**config.mk**
```make
export PLATFORM = sky130hd
export DESIGN_NAME = instr_sequencer
export DESIGN_NICKNAME = d
export VERILOG_FILES = /design/src/rtl/instr_sequencer.sv
export SDC_FILE = /design/constraint.sdc
export NUM_CORES = 1
export LEC_CHECK = 0
export CORE_MARGIN = 2
export CORE_UTILIZATION = 25
export CTS_CLUSTER_DIAMETER = 30
export DETAILED_ROUTE_END_ITERATION = 10
export GPL_TIMING_DRIVEN = 0
export PLACE_DENSITY = 0.39
export SLEW_MARGIN = 20
export SYNTH_ARGS = -nofsm -noshare
export SYNTH_HDL_FRONTEND = slang
export SYNTH_SLANG_ARGS = --single-unit
```
**constraint.sdc**
```tcl
create_clock -name clk -period 3.3 [get_ports clk]
set_input_delay 0.495 -clock clk [delete_from_list [all_inputs] [get_ports clk]]
set_output_delay 0.495 -clock clk [all_outputs]
set_load 0.005 [all_outputs]
```
**src/rtl/instr_sequencer.sv**
```systemverilog
`default_nettype none
// ============================================================================
// Module      : instr_sequencer
// Description : Program sequencer for the CPU's 9-bit instruction port. A
//               host loads up to DEPTH words into a small buffer, sets a
//               program length and pulses start; the block then issues one
//               word per clock (stretched by stall). It reports busy, a
//               one-cycle done pulse, and a sticky error on an illegal opcode.
// Ports       : clk          CPU clock, rising edge
//               rst_n        synchronous active-low reset
//               wr_en        write wr_data into buffer[wr_addr] this cycle
//               wr_addr      buffer write address
//               wr_data      9-bit instruction word to store
//               prog_len     words to issue (0..DEPTH, larger is clamped),
//                            sampled with start
//               start        begin a run from address 0 (honoured in idle only)
//               stall        hold the word currently on instruction
//               instruction  word driven to the CPU (NOP when not valid)
//               instr_valid  instruction carries a program word
//               pc           buffer address of the word on instruction
//               busy         a program word is being issued
//               done         one-cycle pulse after the last word
//               error        sticky illegal-opcode flag
// Revision    : 1.0 - initial release
// ============================================================================
module instr_sequencer #(
    parameter int DEPTH = 16,
    parameter int AW    = $clog2(DEPTH)
) (
    input  logic          clk,
    input  logic          rst_n,
    input  logic          wr_en,
    input  logic [AW-1:0] wr_addr,
    input  logic [8:0]    wr_data,
    input  logic [AW:0]   prog_len,
    input  logic          start,
    input  logic          stall,
    output logic [8:0]    instruction,
    output logic          instr_valid,
    output logic [AW-1:0] pc,
    output logic          busy,
    output logic          done,
    output logic          error
);

    localparam logic [8:0]  C_NOP   = 9'b111000000;
    localparam logic [AW:0] C_DEPTH = (AW + 1)'(DEPTH);
    localparam logic [AW:0] C_ONE   = (AW + 1)'(1);

    // S_LAUNCH is the one-cycle gap between an accepted start and the first
    // word appearing on the output; it is the cycle in which buffer word 0 is
    // read, which is what lets a same-cycle write to address 0 take effect.
    typedef enum logic [1:0] {
        S_IDLE   = 2'd0,
        S_LAUNCH = 2'd1,
        S_RUN    = 2'd2,
        S_DONE   = 2'd3
    } state_t;

    state_t        r_state;
    logic [AW:0]   r_len;
    logic [8:0]    r_mem [DEPTH];

    logic [AW:0]   w_len_clamped;
    logic [AW-1:0] w_next_idx;
    logic [8:0]    w_next_word;
    logic          w_next_legal;
    logic          w_last;
    logic          w_advance;

    // ------------------------------------------------------------------------
    // Program buffer: plain synchronous-write storage, never reset.
    // ------------------------------------------------------------------------
    always_ff @(posedge clk) begin
        if (wr_en) begin
            r_mem[wr_addr] <= wr_data;
        end
    end

    // ------------------------------------------------------------------------
    // Next-word fetch. In S_LAUNCH pc already holds 0, so the first word is
    // buffer[0]; in S_RUN it is the word after the one on the output. The
    // wrap of pc+1 at DEPTH-1 is harmless because that index is only reached
    // when the run is finishing.
    // ------------------------------------------------------------------------
    always_comb begin
        w_len_clamped = (prog_len > C_DEPTH) ? C_DEPTH : prog_len;
        w_next_idx    = (r_state == S_LAUNCH) ? pc : pc + 1'b1;
        w_next_word   = r_mem[w_next_idx];
        w_last        = ({1'b0, pc} == (r_len - C_ONE));
        w_advance     = (r_state == S_LAUNCH) || ((r_state == S_RUN) && !stall);

        case (w_next_word[8:6])
            3'b000, 3'b011, 3'b100, 3'b110: w_next_legal = 1'b1;
            default:                        w_next_legal = 1'b0;
        endcase
    end

    // ------------------------------------------------------------------------
    // Sequencer FSM with all outputs registered.
    // ------------------------------------------------------------------------
    always_ff @(posedge clk) begin
        if (!rst_n) begin
            r_state     <= S_IDLE;
            r_len       <= '0;
            instruction <= C_NOP;
            instr_valid <= 1'b0;
            pc          <= '0;
            busy        <= 1'b0;
            done        <= 1'b0;
            error       <= 1'b0;
        end else begin
            done <= 1'b0;

            case (r_state)
                S_IDLE: begin
                    if (start) begin
                        error <= 1'b0;
                        if (w_len_clamped == '0) begin
                            // Empty program: report completion straight away.
                            done <= 1'b1;
                        end else begin
                            r_len   <= w_len_clamped;
                            pc      <= '0;
                            r_state <= S_LAUNCH;
                        end
                    end
                end

                S_LAUNCH, S_RUN: begin
                    if (w_advance) begin
                        if ((r_state == S_RUN) && w_last) begin
                            r_state     <= S_DONE;
                            instruction <= C_NOP;
                            instr_valid <= 1'b0;
                            busy        <= 1'b0;
                            done        <= 1'b1;
                        end else if (!w_next_legal) begin
                            // Abort: the illegal word is never driven.
                            r_state     <= S_IDLE;
                            instruction <= C_NOP;
                            instr_valid <= 1'b0;
                            busy        <= 1'b0;
                            error       <= 1'b1;
                            pc          <= w_next_idx;
                        end else begin
                            r_state     <= S_RUN;
                            instruction <= w_next_word;
                            instr_valid <= 1'b1;
                            busy        <= 1'b1;
                            pc          <= w_next_idx;
                        end
                    end
                end

                S_DONE: begin
                    r_state <= S_IDLE;
                end

                default: begin
                    r_state <= S_IDLE;
                end
            endcase
        end
    end

endmodule
`default_nettype wire

```
==> flow_summary.yaml, run 1 <==
status:
  status: "finished, final reports clean"
worst_setup_path:
  regToRegSetupSlack_ps: 170
  cp.required_ps: 3610
  critPathMaxFanout: 10
  critical-path-top-delay-family: "buffers and inverters"
  critPathCaptureType: "flip-flop"
  r2r_start: "r_state[1]"
  worst_ep_arrival_time_ps: 3440
  crit_type: "reg -> reg"
  crit_buf_inv: 2
  r2r_cells: 10
  critPathLaunchType: "flip-flop"
  r2r_end: "instruction[5]"
  path_depth: 10
  cp_cell_sequence: "inv_1, ha_1, nor2b_1, xnor2_4, clkbuf_1, mux4_2, mux2i_1, o221ai_1, nor2_1, a211oi_2"
  critical_path.max_stage_delay_ps: 690
  cp_slowest_cell: "clkbuf_1"
clock_network:
  clockRootBuffer: "clkbuf_16"
  cts_buffers: 17
  cts_tree: "yes"
  ctsHoldBuffers: 0
  cts.clk_slew.worst_paths_ps: 70
  clk_latency_ps: 440
  cts_sinks: 167
  cts_buffer_depth: 2
  htree_levels: 4
grt:
  grt-ovfl-total: 0
  grt_pass1_vias: 5549
  grt_max_degree: 17
  antenna_found_initial: 0
  grt_pass1_wl_microns: 35500
  grt.total_usage_pct: 13.9
die:
  die-area_sq_um: 35000
  initial_core_util_pct: 25.2
  die_y_microns: 187
  core_sq_um: 33300
  fp-row-count: 67
  die_w_microns: 187
  ios: 40
worst_hold_path:
  min_to: "error"
  hp-class: "reg -> reg"
  worstHoldStart: "error"
  whs_path_depth: 2
sta:
  finalCriticalPeriod_ps: 3130
  rsz0062_at_grt: "no"
  setup_viol: 0
  fin_ws_ps: 175
  finClkSkew_ps: 9.92
  slew-limit-headroom_pct: 35.1
  tightest_slew_ps: 972
  min_period_over_period_pct: 94.7
  max_freq_mhz: 320
  drv_slew: 0
  final-hold-violation-count: 0
layout:
  layout_commonest_cell: "edfxtp_1"
  register_area_sq_um: 4790
  fillerInstances: 3329
  layout-drive-gt1-share_pct: 24.3
  multi_input_area_sq_um: 3420
  nets: 642
  final_cell_mix: "edfxtp_1, mux2i_1, mux4_2"
  diodes: 0
  area_delta_synth_final_pct: 19.5
placed_design:
  hpwl_microns: 16300
  io_buffers: 39
  pre_cts_ws_ps: -59.0
  gp_congestion: 0.727
power:
  p_leak_nw: 3.05
  power_density_nw_per_um2: 665
  report.power.total_w: 0.00667
  ir_drop_mv: 0.337
synthesis:
  syn-cell-area_sq_um: 8390
  syn_nets: 579
  ys_seq_area_share_pct: 57.0
  avgSynthCellArea_sq_um: 15.3
  netlist_instances: 549
  synthDistinctLibCells: 60
  synth_ff_type: "edfxtp_1"
  async_reset_ff_share_pct: 0
  synth-seq-cells: 167
  yosys_warnings: 0
  synth_edf_count: 144
routing:
  vias_per_cell: 4.79
  drt_iter0_drc: 340
  wl_per_cell_microns: 22.1
  num_vias: 5137
  ant_nets: 0
  drt_pass1_iterations: 7
  drcViolationCount: 0
  totalWireLength_microns: 23700
flow_run:
  maxCapViolCount: 0
where the power goes:
group | internal [W] | total (W) | switching (W)
registers | 0.00238 | 0.00244 | 0.0000661
logic | 0.000945 | 0.00229 | 0.00135
clock network | 0.00107 | 0.00193 | 0.000863
total | 0.00439 | 0.00667 | 0.00228
worst register-to-register path, cell delays in order (launching register included):
cell and delay (ps):
dfxtp_1 380, inv_1 100, ha_1 260, nor2b_1 310
xnor2_4 240, clkbuf_1 690, mux4_2 430, mux2i_1 250
o221ai_1 140, nor2_1 150, a211oi_2 50
through the flow:
| stage | hold slack (ps) | util, % | TNS [ps] | cells | cell area (sq um) |
|---|---|---|---|---|---|
| floorplan | 446 | - | 0 | 549 | 8390 |
| global placement | 455 | 28.1 | -704 | 1036 | 9340 |
| detailed placement | 451 | 28.3 | -264 | 1041 | 9430 |
| CTS | 461 | 30.1 | 0 | 1073 | 10000 |
| global route | 470 | 30.1 | 0 | 1073 | 10000 |
| finish | 454 | 30.1 | 0 | 1073 | 10000 |
what timing repair did:
action,4_1_cts,5_1_grt
gates resized for setup,2,6
endpoints found under the setup margin,6,7
buffers inserted,0,0
cell families (layout without fill, tap and decap cells):
logic type | Yosys count | count (layout) | share of synthesized area, %
flops | 167 | 167 | 57.0
simple gates | 123 | 123 | 8.10
mux | 118 | 118 | 21.4
compound gates | 84 | 84 | 7.98
buf+inv | 41 | 117 | 3.03
xor+xnor | 9 | 9 | 1.43
fa+ha+maj | 7 | 7 | 1.04
cells in the mapped netlist, types with 4 or more instances:
cell type / n / area (sq um)
nor3b_1: 8 / 60.1
buf_6: 5 / 56.3
nor2b_1: 11 / 68.8
inv_1: 9 / 33.8
ha_1: 7 / 87.6
a221oi_1: 8 / 70.1
mux4_2: 49 / 1100
o221ai_1: 6 / 52.6
edfxtp_1: 144 / 4320
mux2i_1: 68 / 681
nor2_1: 30 / 113
nand3b_1: 4 / 30.0
a21oi_1: 16 / 80.1
buf_2: 15 / 75.1
nand3_1: 6 / 30.0
a211oi_2: 6 / 75.1
o21ai_0: 4 / 20.0
nor3_1: 6 / 30.0
a22oi_1: 16 / 120
clkbuf_1: 5 / 18.8
nand2b_1: 14 / 87.6
and2_1: 4 / 25.0
dfxtp_1: 23 / 460
nand2_1: 28 / 105
o211ai_1: 4 / 30.0
cell type report:
class | count | share of cell area (%)
clock inverters | 12 | 1.19
inverters | 9 | 0.337
flip-flops and latches | 167 | 47.7
well taps | 448 | 5.59
plain buffers | 32 | 2.26
clock buffers | 20 | 4.46
repair buffers | 44 | 4.27
multi-input cells | 341 | 34.2
how the worst max path moves through the flow:
stage	start	endpoint	slack (ps)
6_report	r_state[1]	instruction[5]	170
5_1_grt	r_state[1]	instruction[0]	20
4_1_cts	pc[0]	instruction[3]	1
3_5_place_dp	r_state[1]	instruction[3]	-60
3_3_place_gp	wr_en	r_mem[0][4]	-70
2_1_floorplan	pc[0]	r_state[1]	840
routing by layer:
layer	track usage [%]	share of wire [%]	up-vias
met3	2.57	3.4	27
li1	-	-	2329
met4	4.88	1.9	0
met1	17.8	45	2667
met2	23.6	49	114
met5	0	0	-
sequential cells by signal, indices dropped and copies added (netlist names):
signal / flops
pc: 4
r_mem: 144
done: 1
r_state: 2
r_len: 5
error: 1
busy: 1
instruction: 9
Power figures use the tool's default switching activity.
==> run 2, diff against run 1 <==
Settings changed: PLACE_DENSITY 0.39 to 0.44.
==> run 2 against run 1 <==
Combinational power down 3%; wire length decreased by 4.3%; clock-buffer cell count is 3 lower; global-route usage decreased by 0.66 points; register-to-register slack better by 110 ps; largest cell class unchanged; clock power is 6% higher; worst setup slack improved by 110 ps; maximum frequency rose by 3.5%; clock skew up 2.4 ps; highest routed layer unchanged; critical path type unchanged.
==> flow_summary.yaml, run 2 (synthesis gave the netlist of run 1 again) <==
placed_design:
  dpl.cell_count: 1041
  hpwl_microns: 15800
  place_area_sq_um: 9420
  gp_congestion: 0.745
  io_buffers: 39
routing:
  num_vias: 5085
  ant_nets: 0
  totalWireLength_microns: 22600
  wl_per_cell_microns: 21.1
  drt_pass1_iterations: 5
  drt_iter0_drc: 375
  vias_per_cell: 4.75
  drcViolationCount: 0
clock_network:
  cts.clk_slew.worst_paths_ps: 60
  cts_resized: 3
  cts_sinks: 167
  cts_tree: "yes"
  clockRootBuffer: "clkbuf_16"
  cts_buffers: 17
  cts_setup_buffers: 0
  clk_latency_ps: 430
  ctsHoldBuffers: 0
  htree_levels: 4
  cts_buffer_depth: 2
worst_setup_path:
  critPathCaptureType: "flip-flop"
  cp.required_ps: 3600
  crit_type: "reg -> reg"
  critPathMaxFanout: 10
  worst_ep_arrival_time_ps: 3320
  critPathLaunchType: "flip-flop"
  r2r_cells: 9
layout:
  layout.cells.non_filler: 1071
  area_delta_synth_final_pct: 19.8
  nets: 642
  final_cell_area_sq_um: 10100
  final_cell_mix: "edfxtp_1, mux2i_1, mux4_2"
  layout-drive-gt1-share_pct: 24.2
  reg.largest.list: "r_mem x144, instruction x9, r_len x5"
  regMostFlops: "r_mem"
  final_core_util_pct: 30.2
  diodes: 0
  layout_commonest_cell: "edfxtp_1"
  largest_reg_flops: 144
flow_run:
  maxCapViolCount: 0
status:
  status: "finished, final reports clean"
die:
  core_sq_um: 33300
  initial_core_util_pct: 25.2
  ios: 40
  fp-row-count: 67
  die_y_microns: 187
  die_w_microns: 187
  die-area_sq_um: 35000
sta:
  max_freq_mhz: 331
  min_period_over_period_pct: 91.5
  finClkSkew_ps: 12.3
  slew-limit-headroom_pct: 31.4
  finalCriticalPeriod_ps: 3020
  drv_slew: 0
  setup_viol: 0
  tightest_slew_ps: 1020
  rsz0062_at_grt: "no"
  final-hold-violation-count: 0
grt:
  grt-ovfl-total: 0
  grt_busiest_layer: "met2"
  use_met1_pct: 16.4
  grt.total_usage_pct: 13.2
  met3_usage_pct: 2.23
  grt_pass1_wl_microns: 34200
  grt_pass1_vias: 5386
  gr-usage-met2_pct: 23.6
  grt_max_degree: 17
  antenna_found_initial: 0
worst_hold_path:
  whs_path_depth: 2
  hp-class: "reg -> reg"
power:
  power_density_nw_per_um2: 669
  p_leak_nw: 3.06
  ir_drop_mv: 0.331
==> run 2: changes by cell type in the layout (fill, tap and decap cells not counted), sizes merged <==
cell / before / now
clkbuf: 28 / 24
clkinv: 4 / 3
buf: 29 / 30
bufinv: 1 / 3
==> run 2: metrics by stage <==
step	total power, W	worst slack, ps	TNS, ps	hold WS (ps)
after global placement	0.00471	-107	-1060	456
final	0.00672	281	0	466
after global routing	0.00705	83.8	0	492
after CTS	0.00679	23.6	0	475
after floorplan	0.00405	837	0	446
after detailed placement	0.00473	-80.4	-178	465
==> run 2: worst paths after layout <==
kind | start | to | slack (ps)
worst max-delay path | r_state[1] | r_state[1] | 280
worst min-delay path | error | error | 470
worst max register to register | r_state[1] | r_state[1] | 280
worst min register to register | error | error | 470
==> run 2: cell type report <==
type                            instances  area (sq um)
Buffer                                 32           224
Clock buffer                           17           425
Clock inverter                         13           171
Fill cell                            3349         23200
Inverter                                9          33.8
Multi-Input combinational cell        341          3420
Sequential cell                       167          4790
Tap cell                              448           561
Timing Repair Buffer                   44           428
==> run 2: worst max-delay path, cell delays in order (launching register included) <==
cell and delay (ps):
dfxtp_1 340, inv_1 110, ha_1 270, buf_1 640
mux4_2 340, o21ai_1 90, o221ai_2 310, nand4_4 190
xor2_4 430, o221ai_2 150
==> run 2: metal layers <==
metal	vias to the layer above	routed length, microns
met5	-	0
li1	2329	-
met3	20	874
met4	0	301
met2	132	11700
met1	2604	9790
==> run 2: power breakdown <==
group	total (W)	switching [W]	internal, W	leakage, nW
clock network	0.00205	0.000853	0.00120	0.287
logic	0.00223	0.00128	0.000943	1.29
registers	0.00245	0.0000690	0.00238	1.49
